`src/rtl/bounded_counter_updown_pkg.sv`:
```
// -----------------------------------------------------------------------------
// bounded_counter_updown_pkg
// Shared definitions for the bounded up/down counter and its step calculator.
//   mode_e    : boundary behaviour selector (wrap / saturate / bounce / reserved)
//   DIR_UP    : direction constant for counting upward
//   DIR_DOWN  : direction constant for counting downward
// -----------------------------------------------------------------------------
package bounded_counter_updown_pkg;

  // The reserved encoding is kept in the enum so every 2-bit value has a name;
  // the step calculator treats it exactly like saturate.
  typedef enum logic [1:0] {
    MODE_WRAP   = 2'b00,
    MODE_SAT    = 2'b01,
    MODE_BOUNCE = 2'b10,
    MODE_RSVD   = 2'b11
  } mode_e;

  localparam logic DIR_UP   = 1'b1;
  localparam logic DIR_DOWN = 1'b0;

endpackage

```
`src/rtl/bounded_step_calc.sv`:
```
// -----------------------------------------------------------------------------
// bounded_step_calc
// Purely combinational next-value calculator for the bounded counter.
// Works in WIDTH+1 bits so that neither an overflow past MAX_VAL nor an
// underflow below MIN_VAL can silently wrap through the register width.
//   i_count        : current counter value
//   i_step         : step magnitude (0 means hold)
//   i_dir          : direction to apply this cycle (DIR_UP / DIR_DOWN)
//   i_mode         : boundary mode (wrap / saturate / bounce / reserved)
//   o_nextCount    : value the counter takes if this step is applied
//   o_boundaryHit  : the step would have left [MIN_VAL, MAX_VAL]
//   o_flip         : bounce mode only, the stored direction must reverse
// -----------------------------------------------------------------------------
module bounded_step_calc
  import bounded_counter_updown_pkg::*;
#(
  parameter int WIDTH   = 8,
  parameter int MIN_VAL = 10,
  parameter int MAX_VAL = 40,
  parameter int STEP_W  = 4
) (
  input  logic [WIDTH-1:0]  i_count,
  input  logic [STEP_W-1:0] i_step,
  input  logic              i_dir,
  input  logic [1:0]        i_mode,
  output logic [WIDTH-1:0]  o_nextCount,
  output logic              o_boundaryHit,
  output logic              o_flip
);

  localparam logic [WIDTH:0]   MinExt = (WIDTH+1)'(MIN_VAL);
  localparam logic [WIDTH:0]   MaxExt = (WIDTH+1)'(MAX_VAL);
  localparam logic [WIDTH-1:0] MinW   = WIDTH'(MIN_VAL);
  localparam logic [WIDTH-1:0] MaxW   = WIDTH'(MAX_VAL);

  logic [WIDTH:0]   w_stepExt;
  logic [WIDTH:0]   w_sum;
  logic [WIDTH:0]   w_lowLimit;
  logic [WIDTH-1:0] w_diff;

  // Underflow is tested as count < MIN_VAL + step rather than by looking at a
  // borrow, so a subtraction that would pass through zero is still caught.
  assign w_stepExt  = {{(WIDTH+1-STEP_W){1'b0}}, i_step};
  assign w_sum      = {1'b0, i_count} + w_stepExt;
  assign w_lowLimit = MinExt + w_stepExt;
  assign w_diff     = i_count - w_stepExt[WIDTH-1:0];

  // Pick the next value. Landing exactly on a bound is an ordinary step; only
  // a step that would go beyond the bound is a boundary event. Bounce clamps
  // to the bound it ran into and asks the top level to reverse direction.
  always_comb begin
    o_nextCount   = i_count;
    o_boundaryHit = 1'b0;
    o_flip        = 1'b0;
    if (i_dir == DIR_UP) begin
      if (w_sum > MaxExt) begin
        o_boundaryHit = 1'b1;
        case (i_mode)
          MODE_WRAP:   o_nextCount = MinW;
          MODE_BOUNCE: begin
            o_nextCount = MaxW;
            o_flip      = 1'b1;
          end
          default:     o_nextCount = MaxW;
        endcase
      end else begin
        o_nextCount = w_sum[WIDTH-1:0];
      end
    end else begin
      if ({1'b0, i_count} < w_lowLimit) begin
        o_boundaryHit = 1'b1;
        case (i_mode)
          MODE_WRAP:   o_nextCount = MaxW;
          MODE_BOUNCE: begin
            o_nextCount = MinW;
            o_flip      = 1'b1;
          end
          default:     o_nextCount = MinW;
        endcase
      end else begin
        o_nextCount = w_diff;
      end
    end
  end

endmodule

```
`src/rtl/bounded_counter_updown.sv`:
```
// -----------------------------------------------------------------------------
// bounded_counter_updown
// Up/down counter confined to [MIN_VAL, MAX_VAL] with programmable step and
// wrap / saturate / bounce boundary handling.
//   clk, rst   : clock (rising edge), asynchronous active-high reset
//   en         : count enable
//   load       : synchronous load of data, wins over en
//   data       : load value, clamped into range (load_err flags a clamp)
//   u_d        : direction request, 1 = up; bounce samples it only on load
//   step       : step magnitude, 0 holds the count
//   mode       : 00 wrap, 01 saturate, 10 bounce, 11 behaves as saturate
//   count      : registered counter value
//   dir        : effective direction (u_d, or stored direction in bounce)
//   at_min     : count == MIN_VAL
//   at_max     : count == MAX_VAL
//   tc         : one-cycle registered pulse on a boundary event
//   load_err   : one-cycle registered pulse on an out-of-range load
// -----------------------------------------------------------------------------
module bounded_counter_updown
  import bounded_counter_updown_pkg::*;
#(
  parameter int WIDTH   = 8,
  parameter int MIN_VAL = 10,
  parameter int MAX_VAL = 40,
  parameter int STEP_W  = 4
) (
  input  logic              clk,
  input  logic              rst,
  input  logic              en,
  input  logic              load,
  input  logic [WIDTH-1:0]  data,
  input  logic              u_d,
  input  logic [STEP_W-1:0] step,
  input  logic [1:0]        mode,
  output logic [WIDTH-1:0]  count,
  output logic              dir,
  output logic              at_min,
  output logic              at_max,
  output logic              tc,
  output logic              load_err
);

  localparam logic [WIDTH-1:0] MinW = WIDTH'(MIN_VAL);
  localparam logic [WIDTH-1:0] MaxW = WIDTH'(MAX_VAL);

  // Refuse to elaborate a range that is empty, inverted or does not fit in
  // WIDTH bits, and a step wider than the counter itself.
  if (!(MIN_VAL >= 0 && MIN_VAL < MAX_VAL && (MAX_VAL >> WIDTH) == 0)) begin : g_badRange
    $error("bounded_counter_updown: need 0 <= MIN_VAL < MAX_VAL <= 2**WIDTH-1");
  end
  if (STEP_W > WIDTH || STEP_W < 1) begin : g_badStep
    $error("bounded_counter_updown: STEP_W must be between 1 and WIDTH");
  end

  logic [WIDTH-1:0] r_count;
  logic             r_dir;
  logic             r_tc;
  logic             r_loadErr;

  logic             w_dir;
  logic [WIDTH-1:0] w_nextCount;
  logic             w_boundaryHit;
  logic             w_flip;
  logic [WIDTH-1:0] w_loadVal;
  logic             w_loadErr;

  // Bounce mode follows its own stored direction; the other modes simply
  // obey the u_d pin every cycle.
  assign w_dir = (mode == MODE_BOUNCE) ? r_dir : u_d;

  bounded_step_calc #(
    .WIDTH   (WIDTH),
    .MIN_VAL (MIN_VAL),
    .MAX_VAL (MAX_VAL),
    .STEP_W  (STEP_W)
  ) u_stepCalc (
    .i_count       (r_count),
    .i_step        (step),
    .i_dir         (w_dir),
    .i_mode        (mode),
    .o_nextCount   (w_nextCount),
    .o_boundaryHit (w_boundaryHit),
    .o_flip        (w_flip)
  );

  // Clamp a load value into range so the counter can never hold an illegal
  // value, and remember whether clamping was needed for load_err.
  always_comb begin
    w_loadVal = data;
    w_loadErr = 1'b0;
    if (data < MinW) begin
      w_loadVal = MinW;
      w_loadErr = 1'b1;
    end else if (data > MaxW) begin
      w_loadVal = MaxW;
      w_loadErr = 1'b1;
    end
  end

  // State update with priority reset > load > en > hold. tc and load_err are
  // pulses, so every branch that is not producing one drives them low. The
  // stored direction only changes on a load or on a bounce reversal, which
  // keeps it intact across mode changes.
  always_ff @(posedge clk or posedge rst) begin
    if (rst) begin
      r_count   <= MinW;
      r_dir     <= DIR_UP;
      r_tc      <= 1'b0;
      r_loadErr <= 1'b0;
    end else if (load) begin
      r_count   <= w_loadVal;
      r_dir     <= u_d;
      r_tc      <= 1'b0;
      r_loadErr <= w_loadErr;
    end else if (en) begin
      r_count   <= w_nextCount;
      if (w_flip) begin
        r_dir <= ~r_dir;
      end
      r_tc      <= w_boundaryHit;
      r_loadErr <= 1'b0;
    end else begin
      r_tc      <= 1'b0;
      r_loadErr <= 1'b0;
    end
  end

  assign count    = r_count;
  assign dir      = w_dir;
  assign at_min   = (r_count == MinW);
  assign at_max   = (r_count == MaxW);
  assign tc       = r_tc;
  assign load_err = r_loadErr;

endmodule
```
`config.mk`:
```
export PLATFORM = sky130hd
export DESIGN_NAME = bounded_counter_updown
export DESIGN_NICKNAME = d
export VERILOG_FILES = /design/src/rtl/bounded_counter_updown_pkg.sv /design/src/rtl/bounded_step_calc.sv /design/src/rtl/bounded_counter_updown.sv
export SDC_FILE = /design/constraint.sdc
export NUM_CORES = 1
export LEC_CHECK = 0
export ABC_AREA = 1
export BUFFER_PORTS_ARGS = -buffer_cell sky130_fd_sc_hd__buf_4
export CORE_MARGIN = 10
export CORE_UTILIZATION = 40
export DETAILED_ROUTE_END_ITERATION = 6
export GPL_ROUTABILITY_DRIVEN = 0
export GPL_TIMING_DRIVEN = 0
export PLACE_DENSITY_LB_ADDON = 0.05
export SYNTH_ARGS = -nofsm -noshare
export SYNTH_HDL_FRONTEND = slang
export SYNTH_SLANG_ARGS = --single-unit
```
`constraint.sdc`:
```
create_clock -name clk -period 4.3 [get_ports clk]
set_input_delay 0.86 -clock clk [delete_from_list [all_inputs] [get_ports clk]]
set_output_delay 0.86 -clock clk [all_outputs]
set_load 0.01 [all_outputs]
```
==> results.py <==
metrics = {
    "critical_path": {
        "timing.critical_path.cells": "buf_4 > ha_1 > inv_1 > fa_1 > inv_1 > nand2_1 > nand3_1 > xor2_1 > nand2_1 > nand2_2 > nand2_4 > o21ai_2 > nand2_1 > a21oi_2",
        "critical_path_arrival_ns": 2.74,
        "cp.required_ns": 4.50,
        "worst-r2r-cell-count": 12,
        "crit_family": "adder cells",
        "timing.critical_path.mode_cell": "sky130_fd_sc_hd__nand2_1",
        "critical_path.max_stage_delay_ns": 0.40,
        "rr_endpoint": "count[0]$_DFFE_PP0P_",
        "critPathMaxFanout": 5,
        "cp_num_buf_inv": 3,
        "worst_r2r_startpoint": "count[1]$_DFFE_PP1P_",
        "timing_worst_setup_path_type": "in2reg",
        "endpoint_kind": "flip-flop",
        "cp_slowest_cell": "sky130_fd_sc_hd__fa_1",
        "reg2reg_setup_slack_ns": 1.90,
        "cp_launch_type": "primary input",
    },
    "synth": {
        "synth-seq-cells": 11,
        "synthesis.area_mm2": 0.00142,
        "synth-xor-area-share_pct": 3.09,
        "post_synth_num_cell_types": 35,
        "synth.yosys.seq_area_share_pct": 19.7,
        "synth-adder-area-share_pct": 13.4,
        "synth.area.mux_share_pct": 0,
        "synthesis.area_per_instance_um2": 6.33,
        "synth_top_family_by_area": "simple AND/OR/NAND/NOR gates",
        "syn-num-nets": 257,
        "synthesis.instances": 224,
        "compound_cell_area_share_of_the_yosys_netlist_pct": 13.1,
        "synth.yosys.warnings": 0,
        "synth_simple_gate_area_share_pct": 39.0,
    },
    "clock_tree": {
        "clock_sink_total": 11,
        "cts-hold-fix-buffers": 0,
        "tritoncts": "built",
        "cts_max_path_buffers": 2,
        "cts_htree_levels": 1,
        "cts_resized": 0,
        "cts.reportedPaths.clkPinSlew_ns": 0.07,
        "clock_tree.root_cell": "sky130_fd_sc_hd__clkbuf_4",
        "cts_buffers": 3,
        "clk_latency_ns": 0.27,
        "post-cts-setup-buffer-count": 0,
    },
    "global_routing": {
        "initial_antenna_violation_count": 0,
        "grt_max_degree": 12,
        "groute.usage.overall_pct": 12.4,
        "grt_overflow": 0,
        "number_of_global_route_vias_before_repair": 1480,
        "grt_first_pass_wirelength_mm": 6.58,
    },
    "sta": {
        "unrepaired_setup_endpoints_after_global_routing": "no",
        "max_freq_mhz": 394,
        "worst_pin_slew_ns": 0.461,
        "post-route-min-period_ns": 2.54,
        "finalHoldViolations": 0,
        "timing.final.setup_violations": 0,
        "final_worst_path_period_share_pct": 59.1,
        "report.final.slew_viol_count": 0,
        "relSlewSlack_pct": 69.2,
        "fin_setup_tns_ns": 0,
        "fin_skew_ns": 0.00279,
    },
    "min_path": {
        "holdPathEnd": "r_dir$_DFFE_PP1P_",
        "hold_depth": 2,
        "hp-start": "r_dir$_DFFE_PP1P_",
        "hp-class": "reg2reg",
    },
    "detailed_routing": {
        "drt_drc_violations_left": 0,
        "drt-initial-drc-count": 107,
        "drt.antenna.violating_nets": 0,
        "first_pass_iters": 4,
        "via_count": 1483,
        "via_per_inst": 4.88,
        "routed_wl_mm": 3.76,
        "drt-wirelength-per-cell_um": 12.4,
    },
    "placed_design": {
        "numPortBuffers": 30,
        "place_hpwl_mm": 3.19,
    },
    "floorplanning": {
        "die_outline_height_um": 79.5,
        "die-width_um": 79.5,
        "pin_count": 32,
        "row_count": 21,
        "placeableCoreArea_mm2": 0.00339,
        "total_die_area_mm2": 0.00633,
        "initial_core_util_pct": 41.8,
    },
    "layout": {
        "antennaDiodeCount": 0,
        "drive_above_1_share_pct": 22.1,
        "final_net_count": 292,
        "syn_to_final_growth_pct": 21.8,
    },
    "power": {
        "static-leakage-power_nw": 0.938,
        "cellPowerDensity_mw_per_mm2": 331,
        "vdd_ir_drop_max_mv": 0.157,
        "power.total_mw": 0.572,
    },
    "status": {
        "run_status": "finished clean",
    },
    "flow_run": {
        "max_capacitance_violation_total": 0,
    },
}
==> cells by family after synthesis <==
group / after synthesis
AND/OR/NAND/NOR: 121
buffers and inverters: 43
AO/OA/AOI/OAI: 30
adder cells (fa/ha/maj): 14
flip-flops: 11
XOR/XNOR: 5
==> synth_stat cells <==
cell,n,area (µm²)
sky130_fd_sc_hd__o21ai_1,1,5.00
sky130_fd_sc_hd__xnor2_1,1,8.76
sky130_fd_sc_hd__buf_4,1,7.51
sky130_fd_sc_hd__buf_2,1,5.00
sky130_fd_sc_hd__a31oi_1,1,6.26
sky130_fd_sc_hd__nand3_2,1,10.0
sky130_fd_sc_hd__nand3_1,19,95.1
sky130_fd_sc_hd__ha_1,12,150
sky130_fd_sc_hd__dfrtp_1,8,200
sky130_fd_sc_hd__o31ai_2,1,12.5
sky130_fd_sc_hd__o22ai_1,2,12.5
sky130_fd_sc_hd__nand2_4,2,22.5
sky130_fd_sc_hd__clkbuf_1,1,3.75
sky130_fd_sc_hd__nand4_1,5,31.3
sky130_fd_sc_hd__nor2_1,21,78.8
sky130_fd_sc_hd__inv_1,32,120
sky130_fd_sc_hd__clkinv_1,2,7.51
sky130_fd_sc_hd__nand2_2,3,18.8
sky130_fd_sc_hd__a21oi_2,1,8.76
sky130_fd_sc_hd__a21oi_1,12,60.1
sky130_fd_sc_hd__xor2_1,4,35.0
sky130_fd_sc_hd__nand2_1,60,225
sky130_fd_sc_hd__a22oi_1,1,7.51
sky130_fd_sc_hd__nor3_1,4,20.0
sky130_fd_sc_hd__or2_1,1,6.26
sky130_fd_sc_hd__fa_1,2,40.0
sky130_fd_sc_hd__nor4_1,2,12.5
sky130_fd_sc_hd__inv_2,6,22.5
sky130_fd_sc_hd__o21ai_0,8,40.0
sky130_fd_sc_hd__nor2_2,2,12.5
sky130_fd_sc_hd__o21ai_2,1,8.76
sky130_fd_sc_hd__dfstp_2,3,78.8
sky130_fd_sc_hd__a21oi_4,1,16.3
sky130_fd_sc_hd__o211ai_1,1,7.51
sky130_fd_sc_hd__nor2_8,1,20.0
==> layout by cell type (no fill, tap or decap), types with 4 or more instances in the layout <==
cell / n
sky130_fd_sc_hd__a21oi_1: 12
sky130_fd_sc_hd__buf_4: 31
sky130_fd_sc_hd__dfrtp_1: 8
sky130_fd_sc_hd__ha_1: 12
sky130_fd_sc_hd__inv_1: 32
sky130_fd_sc_hd__inv_2: 6
sky130_fd_sc_hd__nand2_1: 60
sky130_fd_sc_hd__nand3_1: 19
sky130_fd_sc_hd__nand4_1: 5
sky130_fd_sc_hd__nor2_1: 21
sky130_fd_sc_hd__nor3_1: 4
sky130_fd_sc_hd__o21ai_0: 8
sky130_fd_sc_hd__xor2_1: 4
==> per-stage QoR <==
step           cell area, µm²  utilization [%]  setup WS [ns]  hold slack [ns]  cells
6_report                 1730             50.9           1.76            0.481    304
5_1_grt                  1730             50.9           1.60            0.495    304
4_1_cts                  1730             50.9           1.76            0.486    304
3_5_place_dp             1700             50.2           1.48            0.475    300
3_3_place_gp             1700             50.2           1.47            0.479    300
2_1_floorplan            1420                -           1.85            0.455    224
==> sequential cells by signal, indices dropped and copies added, names as in the netlist <==
name      count
count         8
load_err      1
r_dir         1
tc            1
==> routing by layer <==
layer  part of all wire [%]  global-route usage, %  vias to the layer above
li1                       -                      -                      787
met1                     47                   15.5                      660
met2                     47                   20.8                       29
met3                    3.8                   2.25                        7
met4                    1.9                   4.30                        0
met5                      0                      0                        -
==> report_power, final <==
part / total, mW / switching (mW) / internal (mW)
Sequential: 0.145 / 0.0200 / 0.124
Clock: 0.0738 / 0.0379 / 0.0360
Combinational: 0.354 / 0.215 / 0.139
Total: 0.572 / 0.273 / 0.300
==> layout make-up <==
class | instances | area, µm²
fill | 352 | 1660
multi-input combinational | 170 | 972
sequential | 11 | 279
timing repair buffer | 30 | 225
inverter | 40 | 150
tap | 46 | 57.6
clock buffer | 4 | 26.3
buffer | 3 | 16.3
==> worst register-to-register path: stages (launching register included) <==
cell and delay, ns:
sky130_fd_sc_hd__dfstp_2 0.61, sky130_fd_sc_hd__inv_1 0.12, sky130_fd_sc_hd__fa_1 0.44, sky130_fd_sc_hd__inv_1 0.11
sky130_fd_sc_hd__nand2_1 0.06, sky130_fd_sc_hd__nand3_1 0.12, sky130_fd_sc_hd__xor2_1 0.25, sky130_fd_sc_hd__nand2_1 0.10
sky130_fd_sc_hd__nand2_2 0.11, sky130_fd_sc_hd__nand2_4 0.08, sky130_fd_sc_hd__o21ai_2 0.15, sky130_fd_sc_hd__nand2_1 0.09
sky130_fd_sc_hd__a21oi_2 0.12
==> worst max path at each step <==
stage / start / slack, ns / end / cells after the start
after CTS: step[0] / 1.76 / count[0]$_DFFE_PP0P_ / 14
after global placement: step[0] / 1.47 / count[0]$_DFFE_PP0P_ / 14
final: step[0] / 1.76 / count[0]$_DFFE_PP0P_ / 14
after detailed placement: step[0] / 1.48 / count[0]$_DFFE_PP0P_ / 14
after global routing: step[1] / 1.60 / count[4]$_DFFE_PP0P_ / 14
after floorplan: step[0] / 1.85 / count[5]$_DFFE_PP0P_ / 14
Power figures use the tool's default switching activity.
